`config.mk`:
```
export PLATFORM = sky130hd
export DESIGN_NAME = signed_seq_multiplier
export DESIGN_NICKNAME = d
export VERILOG_FILES = /design/src/rtl/signed_seq_multiplier_pkg.sv /design/src/rtl/signed_seq_multiplier_magnitude_split.sv /design/src/rtl/signed_seq_multiplier.sv
export SDC_FILE = /design/constraint.sdc
export NUM_CORES = 1
export LEC_CHECK = 0
export CAP_MARGIN = 15
export CORE_MARGIN = 1
export CORE_UTILIZATION = 46
export DETAILED_ROUTE_END_ITERATION = 10
export GPL_TIMING_DRIVEN = 0
export PLACE_DENSITY = 0.68
export SLEW_MARGIN = 10
export SYNTH_ARGS = -nofsm -noshare
export SYNTH_HDL_FRONTEND = slang
export SYNTH_HIERARCHICAL = 1
export SYNTH_SLANG_ARGS = --single-unit
export TNS_END_PERCENT = 1
```
`constraint.sdc`:
```
create_clock -name clk -period 23.7 [get_ports clk]
set_clock_uncertainty 0.15 [all_clocks]
set_input_delay 4.74 -clock clk [delete_from_list [all_inputs] [get_ports clk]]
set_output_delay 4.74 -clock clk [all_outputs]
set_load 0.1 [all_outputs]
```
`src/rtl/signed_seq_multiplier_pkg.sv`:
```
// Shared definitions for the signed sequential multiplier.
// - state_t   : FSM state encoding (IDLE / RUN / FINISH)
// - cnt_width : bit width needed for a counter that holds values 0..n
package signed_seq_multiplier_pkg;

  typedef enum logic [1:0] {
    IDLE   = 2'd0,
    RUN    = 2'd1,
    FINISH = 2'd2
  } state_t;

  function automatic int unsigned cnt_width(input int unsigned n);
    return $clog2(n + 1);
  endfunction

endpackage

```
`src/rtl/signed_seq_multiplier_magnitude_split.sv`:
```
// Splits an N-bit two's-complement value into an unsigned magnitude and a
// sign flag. Purely combinational.
// Ports:
//   x   : signed operand
//   mag : |x| as unsigned N bits (-2^(N-1) maps to 2^(N-1))
//   neg : sign bit of x
module magnitude_split #(
  parameter int unsigned N = 64
) (
  input  logic [N-1:0] x,
  output logic [N-1:0] mag,
  output logic         neg
);

  always_comb begin
    neg = x[N-1];
    mag = x[N-1] ? (~x + N'(1)) : x;
  end

endmodule

```
`src/rtl/signed_seq_multiplier.sv`:
```
// Multi-cycle signed multiplier. Operand magnitudes are multiplied with a
// one-bit-per-cycle shift-add loop; the sign is applied when the result is
// registered.
// Ports:
//   clk, rst     : clock, asynchronous active-high reset
//   start        : request, sampled only while idle
//   multiplicand : signed operand A (N bits)
//   multiplier   : signed operand B (N bits)
//   busy         : operation in progress (RUN or FINISH)
//   done         : one-cycle pulse, product valid
//   product      : signed 2N-bit A*B, held until the next result
module signed_seq_multiplier
  import signed_seq_multiplier_pkg::*;
#(
  parameter int unsigned N = 64
) (
  input  logic           clk,
  input  logic           rst,
  input  logic           start,
  input  logic [N-1:0]   multiplicand,
  input  logic [N-1:0]   multiplier,
  output logic           busy,
  output logic           done,
  output logic [2*N-1:0] product
);

  localparam int unsigned CW = cnt_width(N);

  state_t state, next_state;

  logic [N-1:0]   a_mag, b_mag;
  logic           a_neg, b_neg;
  logic [N-1:0]   a_mag_q;
  logic           sign_q;
  logic [2*N:0]   work;      // {acc_hi (N+1), mlt (N)}
  logic [CW-1:0]  cnt;
  logic [N:0]     acc_sum;
  logic [2*N-1:0] mag_prod;
  logic           load, step, finish;

  magnitude_split #(.N(N)) u_split_a (
    .x   (multiplicand),
    .mag (a_mag),
    .neg (a_neg)
  );

  magnitude_split #(.N(N)) u_split_b (
    .x   (multiplier),
    .mag (b_mag),
    .neg (b_neg)
  );

  // State register
  always_ff @(posedge clk or posedge rst) begin
    if (rst) state <= IDLE;
    else     state <= next_state;
  end

  // Next-state logic; the counter value 1 marks the last RUN edge
  always_comb begin
    next_state = state;
    unique case (state)
      IDLE:    if (start) next_state = RUN;
      RUN:     if (cnt == CW'(1)) next_state = FINISH;
      FINISH:  next_state = IDLE;
      default: next_state = IDLE;
    endcase
  end

  // Output / control decode (state register only, no input-to-output path)
  always_comb begin
    busy   = (state != IDLE);
    load   = (state == IDLE) && start;
    step   = (state == RUN);
    finish = (state == FINISH);
  end

  always_comb begin
    acc_sum  = work[0] ? (work[2*N:N] + {1'b0, a_mag_q}) : work[2*N:N];
    mag_prod = work[2*N-1:0];
  end

  // Datapath
  always_ff @(posedge clk or posedge rst) begin
    if (rst) begin
      a_mag_q <= '0;
      sign_q  <= 1'b0;
      work    <= '0;
      cnt     <= '0;
      product <= '0;
      done    <= 1'b0;
    end else begin
      done <= 1'b0;
      if (load) begin
        a_mag_q <= a_mag;
        sign_q  <= a_neg ^ b_neg;
        work    <= {{(N+1){1'b0}}, b_mag};
        cnt     <= CW'(N);
      end
      if (step) begin
        work <= {acc_sum, work[N-1:0]} >> 1;
        cnt  <= cnt - CW'(1);
      end
      if (finish) begin
        // Negating a zero magnitude yields zero, so no negative zero.
        product <= sign_q ? (~mag_prod + (2*N)'(1)) : mag_prod;
        done    <= 1'b1;
      end
    end
  end

endmodule

```
# After elaboration in Yosys (flattened, before gate mapping)
# Index checks and enable logic that the tools add are counted.
[totals]
out_inout_bits = 130
inputBits = 131
regBits = 332
elab_cells = 38
[op_classes]
mux = 12
n_eq_ne = 5
n_reduce_logical = 5
bitwise = 4
addsub = 5
[ops]
columns = ["cell", "n"]
rows = [
  ["129-bit two-way mux", 2],
  ["128-bit by 1-bit adder with 128-bit output, second input constant", 1],
  ["64-bit by 1-bit adder with 64-bit output, second input constant", 2],
  ["128-bit two-way mux", 1],
  ["64-bit two-way mux", 2],
  ["128-bit NOT", 1],
  ["64-bit NOT", 2],
  ["65-bit by 64-bit adder with 65-bit output", 1],
  ["65-bit two-way mux", 1],
  ["7-bit two-way mux", 2],
  ["7-bit by 1-bit == test with 1-bit output, second input constant", 1],
  ["7-bit by 1-bit subtractor with 7-bit output, second input constant", 1],
  ["2-bit two-way mux", 2],
  ["2-bit one-hot mux with 2 select lines", 1],
  ["2-bit nonzero test", 2],
  ["2-bit by 1-bit == test with 1-bit output, second input constant", 1],
  ["2-bit == test, second input constant", 1],
  ["2-bit zero test", 1],
  ["2-bit by 1-bit != test with 1-bit output, second input constant", 1],
  ["2-bit != test, second input constant", 1],
  ["2-bit AND reduction", 1],
  ["1-bit logical AND", 1],
  ["1-bit two-way mux", 1],
  ["1-bit bitwise XOR", 1],
]

# Depth between registers and ports, before layout
[logic_depth]
depth_word = 5
mapped_depth = 15
ltp_nobuf = 13

# Modules after synthesis
# The synthesis kept the hierarchy.
[by_module_without_submodules]
columns = ["mod", "seq_area_each_um2", "area_per_inst_um2", "instances", "cells_per_inst"]
rows = [
  ["signed_seq_multiplier", 8282.9, 19411.1, 1, 2274],
  ["magnitude_split", 0.0, 1521.5, 2, 220],
]

# Worst setup path before layout
# Ideal clock, no wire load.
[synth_timing]
kind = "input to register"
startpoint = "input port multiplier[10]"
endpoint = "register work[47]"
stages = 8
t_required_ns = 23.426
setup_slack_ns = 16.689
arrival_time_ns = 6.737
n_path_buf = 1
setup_ns = 0.124
cell_sequence = "or4_1 clkbuf_1 nor4b_4 nand4_2 o41ai_1 xnor2_1 a22oi_1 nand2_1"
[synth_between]
elab_chain_len = 5
[synth_rtl]
columns = ["element", "line_no", "rtl"]
rows = [
  ["from (decl)", "signed_seq_multiplier.sv:21", "input logic [N-1:0] multiplier,"],
  ["64-bit NOT", "signed_seq_multiplier_magnitude_split.sv:17", "mag = x[N-1] ? (~x + N'(1)) : x;"],
  ["64-bit by 1-bit adder with 64-bit output", "signed_seq_multiplier_magnitude_split.sv:17", ""],
  ["64-bit two-way mux", "signed_seq_multiplier_magnitude_split.sv:17", ""],
  ["named net b_mag[47]", "signed_seq_multiplier.sv:31", "logic [N-1:0] a_mag, b_mag;"],
  ["129-bit two-way mux", "signed_seq_multiplier.sv:94", "if (load) begin"],
  ["129-bit two-way mux", "signed_seq_multiplier.sv:100", "if (step) begin"],
  ["to (signal assigned)", "signed_seq_multiplier.sv:97", "work <= {{(N+1){1'b0}}, b_mag};"],
  ["to (signal assigned)", "signed_seq_multiplier.sv:101", "work <= {acc_sum, work[N-1:0]} >> 1;"],
  ["to (decl)", "signed_seq_multiplier.sv:35", "logic [2*N:0] work;"],
]
# The timed path passes the listed nets, and every way through them passes these cells. The select of a mux whose other input is x is not followed.
# A chain may end at the register's enable or synchronous reset.

# Worst setup path after layout
[layout_timing]
startpoint = "input port multiplier[0]"
endpoint = "register work[52]"
# Same word-level chain as after synthesis.

==> impl_metrics.csv <==
group,metric,value,unit
outcome,outcome,"finished, final reports clean",
logic_synthesis,synth-adder-area-share,3.934,%
grt,grt_max_degree,99,
grt,grt_usage,31.25,%
placed_design,dp.final_hpwl,61740,microns
pwr,pwr-share-clk,47.3,%
logic_synthesis,synth_top_area_share,36.89,%
logic_synthesis,synth_top_family_by_area,"simple AND/OR/NAND/NOR gates",
logic_synthesis,avgSynthCellArea,8.273,sq um
die,die_h,222.9,microns
final_layout,area_growth,20.70,%
logic_synthesis,synth.largest_area_cell,"dfrtp_1",
drt,wl_per_cell,21.45,microns
worst_setup_path,end_kind,"flop",
sta,slew_headroom,22.60,%
worst_setup_path,timing.rr.start,"work[0]",
drt,drtIter0Drc,1854,
pwr,p_sw_share,23.73,%
cts,cts_sinks,331,
sta,rsz0062_at_grt,"false",
pwr,power,1.240,mW
worst_setup_path,worstRegToRegCells,15,
sta,setup_viol,0,
cts,cts_setup_buffers,0,
drt,ant_nets,0,
drt,wl_met3,4625,microns
logic_synthesis,synth_edf_count,0,
logic_synthesis,syn_area,22450,sq um
sta,setup_slack,15820,ps
logic_synthesis,muxShareOfSynthArea,1.248,%
worst_hold_path,hold_end,"product[28]",
logic_synthesis,synthXorXnorAreaFrac,11.90,%
worst_hold_path,holdCritStartpoint,"product[28]",
logic_synthesis,syn-instance-count,2714,
sta,fmax,126.9,MHz
cts,cts_htree_levels,2,
grt,grt_pass1_vias,21210,
sta,max_slew.worst_pin.slew,1150,ps
grt,grt_pass1_wl,121300,microns
cts,clockBufferDepth,3,
cts,holdBufCountCts,0,
die,core_area,47950,sq um
logic_synthesis,synth_fp_nets,2915,
placed_design,place.gp.congestion,1.003,
drt,firstDrtPassIters,8,
logic_synthesis,synth_commonest_cells,"nand2_1, dfrtp_1, o21ai_0",
placed_design,portBuffers,256,
logic_synthesis,synth_cell_types,77,
die,fp-row-count,80,
die,io_pins,261,
cts,post_cts_resized,0,
logic_synthesis,yosys_most_used_dff,"dfrtp_1",
logic_synthesis,synth_most_common_cell,"nand2_1",
die,die_x,222.9,microns
drt,dr_total_vias,21740,
die,start_util,46.83,%
worst_hold_path,holdPathStages,2,
cts,clk_latency,580,ps
sta,slew_viol_final,0,
worst_setup_path,start_kind,"input port",
run,cap_violations,0,
pwr,power.leakage,11.18,nW
worst_setup_path,critical_path_required,24000,ps
drt,wirelength,78390,microns
sta,fin_crit,7878,ps
drt,topRoutingLayerUsed,"met5",
cts,numCtsBuffers,38,
sta,final.setup.tns,0,ps
sta,final-hold-violation-count,0,
logic_synthesis,yosysWarnings,6,
worst_setup_path,worstPathArrival,8180,ps
pwr,max-vdd-ir-drop,0.04328,mV
drt,avgViaCountPerCell,5.947,
logic_synthesis,async_reset_ff_share,100.0,%
worst_setup_path,r2r_slack,17840,ps
cts,cts.reportedPaths.clkPinSlew,60,ps
grt,overflow,0,
final_layout,n_antenna_cell,0,
sta,min_period_over_period,33.24,%
cts,cts_tree,"built",
pwr,internal-power,946.0,uW
final_layout,fin_nets,3214,
cts,cts-root-buf,"clkbuf_16",
drt,drc,0,
drt,wl_met1,33840,microns
pwr,sequentialPowerShare,45.6,%
worst_hold_path,hold_path.class,"flop to flop",
logic_synthesis,synth_simple_gate_area_share,22.41,%
die,die_area,49700,sq um
logic_synthesis,synth_seq_area_share,36.89,%
final_layout,drive_above_1_share,3.684,%
worst_setup_path,criticalPathCategory,"input port to flop",
logic_synthesis,synth_compound_area_share,20.44,%
worst_setup_path,r2r_end,"product[122]",
worst_setup_path,worstPathMaxFanout,6,
pwr,switchingPower,294.4,uW
logic_synthesis,ys_ff_latch,331,
logic_synthesis,yosys-top-cells-area,"dfrtp_1, nand2_1, xnor2_1, o21ai_0, xor2_1",
pwr,power.density,45.77,nW/um^2
pwr,p_comb_share,7.2,%
drt,wl_met2,36220,microns
grt,antenna_found_initial,1,
placed_design,pre_cts_ws,15390,ps
sequential cells by signal, indices dropped and copies added (netlist names):
| register | count |
|---|---|
| state | 2 |
| done | 1 |
| cnt | 7 |
| sign_q | 1 |
| a_mag_q | 64 |
| work | 128 |
| product | 128 |
through the flow:
step	hold WS, ps	instance area, sq um	utilization [%]	std cells
floorplan	297.2	22450	-	2714
detailed placement	319.3	25880	53.97	3588
global placement	311.3	25790	53.78	3585
CTS	331.9	27100	56.52	3655
finish	326.3	27100	56.52	3655
global route	357.9	27100	56.52	3655
routing by layer:
layer,vias to the layer above,track usage [%]
li1,10310,-
met1,10430,41.26
met2,813,50.92
met3,180,4.135
met4,2,14.59
met5,-,0
cell usage in the layout, fill, tap and decap left out, types with 31 or more instances in the layout:
cell type and n:
dfrtp_1 331, nor2_1 87, or3_1 46, a22oi_1 82, nand3_1 53, o41ai_1 39, clkdlybuf4s50_1 256, nand2_1 623
o31ai_1 88, ha_1 69, xnor2_1 170, a21o_1 31, o21ai_0 297, clkbuf_16 38, or4_1 42, clkbuf_1 148
nor3_1 45, a21oi_1 102, xor2_1 135
critical path, cell delays in order:
cell and delay [ps]:
clkdlybuf4s50_1 510, inv_1 100, ha_1 180, or3b_2 490, nor4_1 770, nand4_1 530, o31ai_1 460, xnor2_1 140
a22oi_1 190, nand2_1 70
cell type report:
| cell class | instances | area (sq um) |
|---|---|---|
| clock inverter | 15 | 150.1 |
| timing repair buffer | 259 | 2645 |
| buffer | 155 | 599.3 |
| inverter | 31 | 123.9 |
| sequential | 331 | 8283 |
| clock buffer | 52 | 1074 |
| tap | 615 | 769.5 |
| multi-input combinational | 2197 | 13460 |
| fill | 4474 | 20850 |
cells by family (layout without fill, tap and decap cells):
logic type	Yosys count	count (layout)
xor+xnor	305	305
buf+inv	186	512
mux	28	28
fa+ha+maj	70	70
compound gates	724	724
flops	331	331
simple gates	1070	1070
power by group through the flow:
stage / sequential [mW] / combinational (mW) / clock, mW
after floorplan: 0.576 / 0.0424 / 0
after global placement: 0.576 / 0.0861 / 0
after detailed placement: 0.575 / 0.0879 / 0
after CTS: 0.565 / 0.0887 / 0.595
after global routing: 0.565 / 0.0961 / 0.616
final: 0.565 / 0.0890 / 0.586
worst max path at each step:
stage / start / to / slack [ps] / depth (start not counted)
after floorplan: rst / a_mag_q[0] / 9640 / 1
after global placement: rst / a_mag_q[60] / 5800 / 2
after detailed placement: multiplier[0] / work[50] / 15390 / 10
after CTS: multiplier[0] / work[50] / 15970 / 10
after global routing: multiplier[0] / work[52] / 15740 / 10
final: multiplier[0] / work[52] / 15820 / 10
Note: power is estimated with default switching activity, not from simulation.
